<file path="config.mk">
export PLATFORM = sky130hd
export DESIGN_NAME = rv_mem_port_arbiter
export DESIGN_NICKNAME = d
export VERILOG_FILES = /design/src/rtl/rv_mem_port_arbiter.sv
export SDC_FILE = /design/constraint.sdc
export NUM_CORES = 1
export LEC_CHECK = 0
export CAP_MARGIN = 0
export CORE_AREA = 2 2 107 109
export DETAILED_ROUTE_END_ITERATION = 8
export DIE_AREA = 0 0 109 111
export PLACE_DENSITY = 0.81
export SETUP_SLACK_MARGIN = 0.1
export SYNTH_ARGS = -nofsm -noshare
export SYNTH_HDL_FRONTEND = slang
export SYNTH_SLANG_ARGS = --single-unit
</file>
<file path="constraint.sdc">
create_clock -name clk_i -period 3.3 [get_ports clk_i]
set_input_delay 0.66 -clock clk_i [delete_from_list [all_inputs] [get_ports clk_i]]
set_output_delay 0.66 -clock clk_i [all_outputs]
set_load 0.01 [all_outputs]
</file>
<file path="src/rtl/rv_mem_port_arbiter.sv">
// Shares one OBI-style memory port between instruction fetch (I) and load/store (D), one transaction in flight.
// Optional build macro RV_MEM_ARB_RR_EN: round-robin on simultaneous requests (default fixed priority D > I).
module rv_mem_port_arbiter #(
  parameter int unsigned ADDR_W = 32,
  parameter int unsigned DATA_W = 32
) (
  input  logic                clk_i,
  input  logic                arstn_i,
  input  logic                instr_req_i,
  input  logic [ADDR_W-1:0]   instr_addr_i,
  input  logic                instr_flush_i,
  output logic                instr_gnt_o,
  output logic                instr_rvalid_o,
  output logic [DATA_W-1:0]   instr_rdata_o,
  input  logic                data_req_i,
  input  logic                data_we_i,
  input  logic [DATA_W/8-1:0] data_be_i,
  input  logic [ADDR_W-1:0]   data_addr_i,
  input  logic [DATA_W-1:0]   data_wdata_i,
  output logic                data_gnt_o,
  output logic                data_rvalid_o,
  output logic [DATA_W-1:0]   data_rdata_o,
  output logic                mem_req_o,
  output logic                mem_we_o,
  output logic [DATA_W/8-1:0] mem_be_o,
  output logic [ADDR_W-1:0]   mem_addr_o,
  output logic [DATA_W-1:0]   mem_wdata_o,
  input  logic                mem_gnt_i,
  input  logic                mem_rvalid_i,
  input  logic [DATA_W-1:0]   mem_rdata_i
);

  typedef enum logic [1:0] {ST_IDLE, ST_ADDR, ST_RESP} state_e;
  typedef enum logic {OWN_I = 1'b0, OWN_D = 1'b1} owner_e;

  state_e                state_q, state_d;
  owner_e                owner_q, owner_d;
  logic                  drop_q, drop_d;
  logic                  mem_req_q, mem_req_d;
  logic                  mem_we_q, mem_we_d;
  logic [DATA_W/8-1:0]   mem_be_q, mem_be_d;
  logic [ADDR_W-1:0]     mem_addr_q, mem_addr_d;
  logic [DATA_W-1:0]     mem_wdata_q, mem_wdata_d;
`ifdef RV_MEM_ARB_RR_EN
  owner_e                last_owner_q, last_owner_d;
`endif

  logic i_elig, d_elig, sel_d, launch, i_quiet;

  always_comb begin
    i_elig = instr_req_i & ~instr_flush_i;
    d_elig = data_req_i;
`ifdef RV_MEM_ARB_RR_EN
    // On a tie, hand the bus to whoever did not own it last.
    sel_d = d_elig & (~i_elig | (last_owner_q == OWN_I));
`else
    sel_d = d_elig;
`endif
    // Fetch-side handshakes are hidden once the transaction is marked stale.
    i_quiet = drop_q | instr_flush_i;

    state_d        = state_q;
    owner_d        = owner_q;
    drop_d         = drop_q;
    mem_req_d      = mem_req_q;
    mem_we_d       = mem_we_q;
    mem_be_d       = mem_be_q;
    mem_addr_d     = mem_addr_q;
    mem_wdata_d    = mem_wdata_q;
`ifdef RV_MEM_ARB_RR_EN
    last_owner_d   = last_owner_q;
`endif
    launch         = 1'b0;
    instr_gnt_o    = 1'b0;
    data_gnt_o     = 1'b0;
    instr_rvalid_o = 1'b0;
    data_rvalid_o  = 1'b0;

    case (state_q)
      ST_IDLE: begin
        launch = i_elig | d_elig;
      end
      ST_ADDR: begin
        if ((owner_q == OWN_I) && instr_flush_i) drop_d = 1'b1;
        if (mem_gnt_i) begin
          instr_gnt_o = (owner_q == OWN_I) & ~i_quiet;
          data_gnt_o  = (owner_q == OWN_D);
          mem_req_d   = 1'b0;
          state_d     = ST_RESP;
        end
      end
      ST_RESP: begin
        if (mem_rvalid_i) begin
          instr_rvalid_o = (owner_q == OWN_I) & ~i_quiet;
          data_rvalid_o  = (owner_q == OWN_D);
          drop_d         = 1'b0;
          launch         = i_elig | d_elig;
          state_d        = ST_IDLE;
        end else if ((owner_q == OWN_I) && instr_flush_i) begin
          drop_d = 1'b1;
        end
      end
      default: state_d = ST_IDLE;
    endcase

    if (launch) begin
      state_d     = ST_ADDR;
      mem_req_d   = 1'b1;
      owner_d     = sel_d ? OWN_D : OWN_I;
      mem_we_d    = sel_d & data_we_i;
      mem_be_d    = sel_d ? data_be_i : '1;
      mem_addr_d  = sel_d ? data_addr_i : instr_addr_i;
      mem_wdata_d = sel_d ? data_wdata_i : '0;
`ifdef RV_MEM_ARB_RR_EN
      last_owner_d = sel_d ? OWN_D : OWN_I;
`endif
    end
  end

  always_ff @(posedge clk_i or negedge arstn_i) begin
    if (!arstn_i) begin
      state_q     <= ST_IDLE;
      owner_q     <= OWN_I;
      drop_q      <= 1'b0;
      mem_req_q   <= 1'b0;
      mem_we_q    <= 1'b0;
      mem_be_q    <= '0;
      mem_addr_q  <= '0;
      mem_wdata_q <= '0;
    end else begin
      state_q     <= state_d;
      owner_q     <= owner_d;
      drop_q      <= drop_d;
      mem_req_q   <= mem_req_d;
      mem_we_q    <= mem_we_d;
      mem_be_q    <= mem_be_d;
      mem_addr_q  <= mem_addr_d;
      mem_wdata_q <= mem_wdata_d;
    end
  end

`ifdef RV_MEM_ARB_RR_EN
  always_ff @(posedge clk_i or negedge arstn_i) begin
    if (!arstn_i) last_owner_q <= OWN_I;
    else          last_owner_q <= last_owner_d;
  end
`endif

  assign instr_rdata_o = mem_rdata_i;
  assign data_rdata_o  = mem_rdata_i;
  assign mem_req_o     = mem_req_q;
  assign mem_we_o      = mem_we_q;
  assign mem_be_o      = mem_be_q;
  assign mem_addr_o    = mem_addr_q;
  assign mem_wdata_o   = mem_wdata_q;

endmodule

</file>
After elaboration in Yosys (flattened, before gate mapping)
Cells that the tools add are included.
{"block": "word_totals", "register_bits": 74, "in_bits": 140, "out_inout_bits": 138, "wordCells": 52}
{"block": "classes", "n_eq_ne": 5, "n_mux": 24, "bitwise_logic": 8, "reduce_logical": 7}
{"op": "32-bit 2-to-1 mux", "count": 2}
{"op": "1-bit 2-to-1 mux", "count": 15}
{"op": "2-bit 2-to-1 mux", "count": 3}
{"op": "3-bit inequality test (second input constant)", "count": 2}
{"op": "2-bit case mux with 3 select lines", "count": 1}
{"op": "2-bit nonzero test", "count": 3}
{"op": "4-bit 2-to-1 mux", "count": 1}
{"op": "1-bit case mux with 2 select lines", "count": 2}
{"op": "1-bit bitwise AND", "count": 3}
{"op": "1-bit inverter", "count": 3}
{"op": "3-bit AND reduction", "count": 1}
{"op": "2-bit by 1-bit equality test with 1-bit output (second input constant)", "count": 1}
{"op": "2-bit equality test (second input constant)", "count": 1}
{"op": "2-bit logical NOT", "count": 1}
{"op": "2-bit inequality test (second input constant)", "count": 1}
{"op": "1-bit bitwise OR", "count": 2}
{"op": "2-bit AND reduction", "count": 1}
{"op": "1-bit logical AND", "count": 1}

Longest topological paths before layout
Gate-level depths: netlist (run 1).
{"block": "depth", "word_depth": 7, "mapped_depth": 7, "depth_no_buf": 5}

Worst setup path before layout (run 1)
OpenSTA, ideal clock, no wires.
{"block": "synth_timing", "path_type": "input-to-reg", "startpoint": "input data_req_i", "endpoint": "register mem_addr_q[10], in the netlist mem_addr_o[10]", "setup_time_ps": 125, "arrival_time_ps": 1647, "t_required_ps": 3175, "setup_slack_ps": 1529, "cell_stages": 4, "path_buffers": 2, "path_cell_list": "buf_2 -> buf_2 -> mux2_2 -> mux2_2"}
{"block": "synth_between", "elab_chain_len": 3, "elab_cells_between_ends": 4, "cone_classes": "mux: 3; bitwise: 1"}
{"item": "from (decl)", "line_no": "15", "source": "input logic data_req_i,"}
{"item": "1-bit bitwise OR", "line_no": "81, 97"}
{"item": "1-bit 2-to-1 mux", "line_no": "93", "source": "if (mem_rvalid_i) begin"}
{"item": "1-bit case mux with 2 select lines", "line_no": "79", "source": "case (state_q)"}
{"item": "to (signal assigned)", "line_no": "137", "source": "mem_addr_q <= mem_addr_d;"}
{"item": "to (decl)", "line_no": "42", "source": "logic [ADDR_W-1:0] mem_addr_q, mem_addr_d;"}
Several ways; a longest one is shown, not always the timed one.
A chain may end at the register's enable or synchronous reset.

Worst setup path after layout (run 1)
{"block": "layout_timing", "startpoint": "input mem_gnt_i", "endpoint": "output instr_gnt_o"}
{"block": "layout_between", "elab_chain_len": 2}
{"item": "from (decl)", "line_no": "28", "source": "input logic mem_gnt_i,"}
{"item": "1-bit 2-to-1 mux", "line_no": "85", "source": "if (mem_gnt_i) begin"}
{"item": "1-bit 2-to-1 mux", "line_no": "79"}
{"item": "to (decl)", "line_no": "12", "source": "output logic instr_gnt_o,"}
Every way passes these cells.

==> flow_metrics.py, run 1 <==
metrics = {
    "synth": {
        "synth_edf_count": 0,
        "synth_flop_cell": "dfrtp_1",
        "syn_avg_cell_area_um2": 13.07,
        "synth_top_area_share_pct": 49.35,
        "yosysTopAreaCell": "dfrtp_1",
        "async_flop_share_pct": 100.0,
        "synth_top_cells_by_area": "dfrtp_1 49%, mux2_2 15%, buf_4 13%",
        "syn_area_mm2": 0.003752,
        "syn_inst": 287,
        "synth_nets": 430,
        "ys_ff_latch": 74,
        "ys_seq_area_share_pct": 49.35,
        "ys_types": 28,
        "yosys_warnings": 0,
    },
    "route": {
        "routedWlPerCell_um": 17.34,
        "vias": 2655,
        "first_pass_iters": 4,
        "ant_nets": 0,
        "drc": 0,
        "drt-vias-per-instance": 4.792,
        "drt_iter0_markers": 72,
        "totalWireLength_um": 9604,
    },
    "global_routing": {
        "gr-usage-met3_pct": 5.056,
        "grt-busiest-layer": "met2",
        "grt.met2_usage_pct": 28.53,
        "grt_pass1_vias": 2924,
        "grt_pass1_wl_um": 14990,
        "grt_start_max_net_pins": 75,
        "globalRouteMet1Util_pct": 17.39,
        "track_usage_pct": 15.99,
        "antenna_found_initial": 0,
        "grt-ovfl-total": 0,
    },
    "worst_setup_path": {
        "rr_worst_depth": 6,
        "reg2reg_from": "state_q[0]",
        "crit_fanout": 4,
        "crit_path_start": "mem_gnt_i",
        "r2r_slack_ps": 1240,
        "reg2reg_to": "mem_addr_o[7]",
        "critical_path_class": "input port to output port",
        "worstPathRequired_ps": 2640,
        "cp.arrival_ps": 2140,
        "end_kind": "output port",
        "cp-start-kind": "input port",
    },
    "place": {
        "gp_congestion": 0.8478,
        "dp.cells": 538,
        "place_hpwl_um": 7152,
        "portBuffers": 181,
    },
    "final_layout": {
        "layout_common_cells": "179 x clkdlybuf4s50_1, 74 x dfrtp_1, 50 x mux2_2",
        "synthToLayoutAreaGrowth_pct": 47.35,
        "fin_cells": 554,
        "drive_gt1_share_pct": 22.38,
        "nets": 549,
        "antenna_cells": 0,
        "mostFrequentLayoutCell": "clkdlybuf4s50_1",
    },
    "timing": {
        "worst_slew_pin_slew_ps": 912.7,
        "rsz0062_at_grt": "no",
        "timing.slew.headroom_pct": 39.15,
        "fmax_ghz": 0.3574,
        "setup_tns_ps": 0,
        "timing.final.crit_share_pct": 84.80,
        "clock_skew_ps": 8.216,
        "fin_crit_ps": 2798,
        "final_max_slew_viol_count": 0,
        "setup_viol": 0,
        "hold_viol": 0,
    },
    "min_path": {
        "hold_class": "input port to async pin",
    },
    "clock_network": {
        "clkSinkCount": 74,
        "insertion_delay_ps": 330,
        "post_cts_buffers": 0,
        "cts_buffers": 9,
        "clkTransAtPathRegs_ps": 60,
        "clock-root-buffer": "clkbuf_16",
        "cts_tree": "done",
        "htreeDepth": 3,
        "postCtsHoldBufs": 0,
        "clockBufferDepth": 2,
        "cts_resized": 0,
    },
    "floorplan": {
        "pin_count": 278,
        "die_area_mm2": 0.01210,
        "die_w_um": 109,
        "coreArea_mm2": 0.01108,
        "start_util_pct": 33.88,
        "rows": 39,
        "die_y_um": 111,
    },
    "power_and_ir_drop": {
        "switchingPower_mw": 1.498,
        "p_clk_share_pct": 20.6,
        "cellLeakagePower_nw": 2.302,
        "seq_power_share_pct": 33.0,
        "swShare_pct": 30.89,
        "p_per_area_mw_per_mm2": 877.3,
        "p_comb_share_pct": 46.4,
        "internal-power_mw": 3.352,
        "peakVddDrop_mv": 0.4380,
    },
    "run": {
        "cap_viol_max_count": 0,
    },
    "run_status": {
        "outcome": "finished, final reports clean",
    },
}
## critical path, stage by stage
cell and delay [ps]:
clkdlybuf4s50_1 520, nand2_1 120, nor4_1 230, clkdlybuf4s50_1 590
## layer usage
| metal | part of all wire [%] | wire length, um | vias to the layer above |
|---|---|---|---|
| met2 | 52 | 5022 | 150 |
| met3 | 9.3 | 892 | 24 |
| met1 | 37 | 3513 | 1278 |
| met5 | 0 | 0 | - |
| met4 | 1.8 | 176 | 0 |
| li1 | - | - | 1203 |
## state kept, by name, indices dropped and copies added (netlist names)
name	cells
mem_req_o	1
drop_q	1
owner_q	1
state_q	2
mem_we_o	1
mem_be_o	4
mem_wdata_o	32
mem_addr_o	32
## through the flow
step           hold slack [ps]  instance area (um2)  setup slack, ps  util, %  power [mW]
2_1_floorplan            364.4                 3752             1529        -       2.762
3_3_place_gp             464.0                 5218            569.3    47.10       3.820
3_5_place_dp             472.0                 5218            533.7    47.10       3.872
4_1_cts                  485.2                 5529            501.4    49.92       4.913
5_1_grt                  508.3                 5529            396.8    49.92       5.138
6_report                 468.8                 5529            501.6    49.92       4.851
## power groups by stage
stage	clock [mW]	sequential [mW]	combinational [mW]
6_report	1.00	1.60	2.25
5_1_grt	1.08	1.66	2.40
4_1_cts	1.03	1.61	2.28
3_5_place_dp	0	1.60	2.27
3_3_place_gp	0	1.60	2.22
2_1_floorplan	0	1.77	0.989
## logic make-up (layout without fill, tap and decap cells)
logic type / Yosys count / after routing / synth area share [%]
mux: 64 / 64 / 20.61
flops: 74 / 74 / 49.35
compound gates: 49 / 49 / 11.20
fa+ha+maj: 3 / 3 / 1.000
simple gates: 14 / 14 / 2.167
buf+inv: 83 / 207 / 15.67
## synth_stat cells (2+ instances only)
library cell	n
dfrtp_1	74
buf_4	64
mux2_2	50
a22o_1	33
mux2_4	14
buf_2	11
inv_1	5
o22a_1	5
nand2_1	4
buf_6	3
ha_1	3
a2111oi_0	2
nor2_1	2
nor4_1	2
o21ai_0	2
## worst max-delay path by stage
stage,to,cells after the start,slack [ps]
global route,instr_rvalid_o,4,400
detailed placement,instr_rvalid_o,4,530
CTS,instr_rvalid_o,4,500
global placement,instr_gnt_o,4,570
finish,instr_gnt_o,4,500
floorplan,mem_addr_o[10],4,1530
## area by class of cell
class                   count  area [um2]
clock buffers              10       239.0
well taps                 143       178.9
multi-input cells         130        1314
fillers                   986        5548
clock inverters             6       72.57
inverters                   5       18.77
flip-flops and latches     74        1852
repair buffers            186        1854
No activity file was read; power rests on OpenSTA's default activity.
==> run 2, diff against run 1 <==
==> constraint.sdc (replaced) <==
create_clock -name clk_i -period 2.6 [get_ports clk_i]
set_input_delay 0.52 -clock clk_i [delete_from_list [all_inputs] [get_ports clk_i]]
set_output_delay 0.52 -clock clk_i [all_outputs]
set_load 0.01 [all_outputs]
==> run 2 against run 1 <==
Against the previous run: clock skew shrank 3.1 ps; largest power group unchanged; via count is the same; hold slack lost 130 ps; sequential power grew 26%; wire length shrank 1.1%; first-iteration DRC count shrank 1.4%; flip-flop and latch count is the same; clock power grew 17%; largest cell class unchanged; die area is the same.
==> flow_metrics.py, run 2 (same netlist as run 1, synthesis figures left out) <==
metrics = {
    "floorplan": {
        "pin_count": 278,
        "die_y_um": 111,
        "die_w_um": 109,
        "start_util_pct": 33.88,
        "coreArea_mm2": 0.01108,
        "rows": 39,
        "die_area_mm2": 0.01210,
    },
    "worst_setup_path": {
        "critPathBufInv": 2,
        "critPathMaxStageDelay_ps": 550,
        "critical_path_class": "input port to output port",
        "cp_top_family": "buffers and inverters",
        "r2r_slack_ps": 820,
        "worstPathRequired_ps": 2080,
        "cp.arrival_ps": 1880,
        "path_cells": "clkdlybuf4s50_1 > nand2_1 > nor2_1 > clkdlybuf4s50_1",
        "cp-start-kind": "input port",
        "cp_common_cell": "clkdlybuf4s50_1",
        "critical_path.slowest_cell": "clkdlybuf4s50_1",
        "crit_fanout": 4,
        "end_kind": "output port",
    },
    "power_and_ir_drop": {
        "cellLeakagePower_nw": 2.325,
        "p_per_area_mw_per_mm2": 1099,
        "peakVddDrop_mv": 0.6130,
    },
    "timing": {
        "setup_tns_ps": 0,
        "worst_slew_pin_slew_ps": 925.2,
        "rsz0062_at_grt": "no",
        "timing.final.crit_share_pct": 92.42,
        "final_max_slew_viol_count": 0,
        "fin_crit_ps": 2403,
        "setup_viol": 0,
        "fmax_ghz": 0.4162,
        "timing.slew.headroom_pct": 38.32,
        "hold_viol": 0,
        "clock_skew_ps": 5.128,
    },
    "clock_network": {
        "clockBufferDepth": 2,
        "cts_tree": "done",
        "cts_buffers": 9,
        "clkTransAtPathRegs_ps": 60,
        "post_cts_buffers": 0,
        "clock-root-buffer": "clkbuf_16",
        "insertion_delay_ps": 330,
        "clkSinkCount": 74,
        "htreeDepth": 3,
    },
    "route": {
        "drc": 0,
        "vias": 2655,
        "routedWlPerCell_um": 17.08,
        "ant_nets": 0,
        "drt_iter0_markers": 71,
        "drt-vias-per-instance": 4.775,
        "first_pass_iters": 4,
        "totalWireLength_um": 9498,
    },
    "final_layout": {
        "synthToLayoutAreaGrowth_pct": 47.45,
        "mostFrequentLayoutCell": "clkdlybuf4s50_1",
        "drive_gt1_share_pct": 22.76,
        "layout_common_cells": "177 x clkdlybuf4s50_1, 74 x dfrtp_1, 50 x mux2_2",
        "nets": 551,
        "final_util_pct": 49.95,
        "antenna_cells": 0,
    },
    "global_routing": {
        "antenna_found_initial": 0,
        "grt_start_max_net_pins": 75,
        "track_usage_pct": 16.13,
        "grt-ovfl-total": 0,
        "grt_pass1_vias": 2969,
        "grt_pass1_wl_um": 15100,
    },
    "run": {
        "cap_viol_max_count": 0,
    },
    "place": {
        "portBuffers": 181,
        "place_hpwl_um": 7146,
        "gp_congestion": 0.7959,
    },
    "run_status": {
        "outcome": "finished, final reports clean",
    },
    "min_path": {
        "hold_class": "input port to async pin",
    },
}
[run 2: cell types whose count changed in the layout (fill, tap and decap cells not counted), sizes merged]
cell / delta
buf: +2
bufinv: -1
clkbuf: -1
clkdlybuf4s50: -2
clkinvlp: +1
dlygate4sd2: +1
dlymetal6s2s: +1
inv: +1
[run 2: layout make-up]
type | count | area (um2)
repair buffers | 188 | 1883
clock inverters | 7 | 61.31
inverters | 5 | 18.77
well taps | 143 | 178.9
fillers | 956 | 5544
flip-flops and latches | 74 | 1852
multi-input cells | 130 | 1314
clock buffers | 9 | 225.2
[run 2: metal layers]
metal  up-vias  routed length [um]  track usage [%]
met5         -                   0                0
met4         0                 266            7.179
met3        31                 889            5.056
met2       134                4913            28.12
met1      1288                3429            17.64
li1       1202                   -                -
[run 2: report_power, final]
part           internal (mW)  leakage [nW]  switching (mW)
sequential              1.71         0.892           0.313
combinational           1.78          1.30            1.10
clock                  0.662         0.135           0.511
total                   4.15          2.32            1.92
[run 2: timing repair]
item                                    CTS  global route
endpoints found under the setup margin    1             1
hold endpoints to repair                  0             0
hold buffers                              0             0
gates resized for setup                   1             1
[run 2: path summary, 6_finish.rpt]
check	start	end	cells past startpoint
worst max-delay path	mem_rvalid_i	data_rvalid_o	4
worst min-delay path	arstn_i	mem_addr_o[14]	1
worst min register to register	mem_req_o	mem_req_o	2
worst max register to register	state_q[0]	mem_addr_o[15]	6
min in group clk_i	mem_req_o	mem_req_o	2
max in group asynchronous	arstn_i	mem_wdata_o[28]	1
[run 2: metrics by stage]
step	area [um2]	instances	hold WS [ps]	setup slack, ps	power [mW]
floorplan	3752	287	224.4	902.7	3.505
global placement	5245	540	462.6	136.8	4.856
detailed placement	5245	540	481.4	118.1	4.938
CTS	5530	556	365.8	122.7	6.169
global route	5533	556	419.4	128.9	6.458
finish	5533	556	336.9	197.0	6.079
==> run 3, diff against run 2 <==
--- a/config.mk
+++ b/config.mk
@@ -7,6 +7,7 @@
 export LEC_CHECK = 0
 export CAP_MARGIN = 0
 export CORE_AREA = 2 2 107 109
+export CTS_CLUSTER_SIZE = 40
 export DETAILED_ROUTE_END_ITERATION = 8
 export DIE_AREA = 0 0 109 111
 export PLACE_DENSITY = 0.81
==> results of run 3 <==
Same layout as run 2: the final DEF is identical, and so are final timing and power.
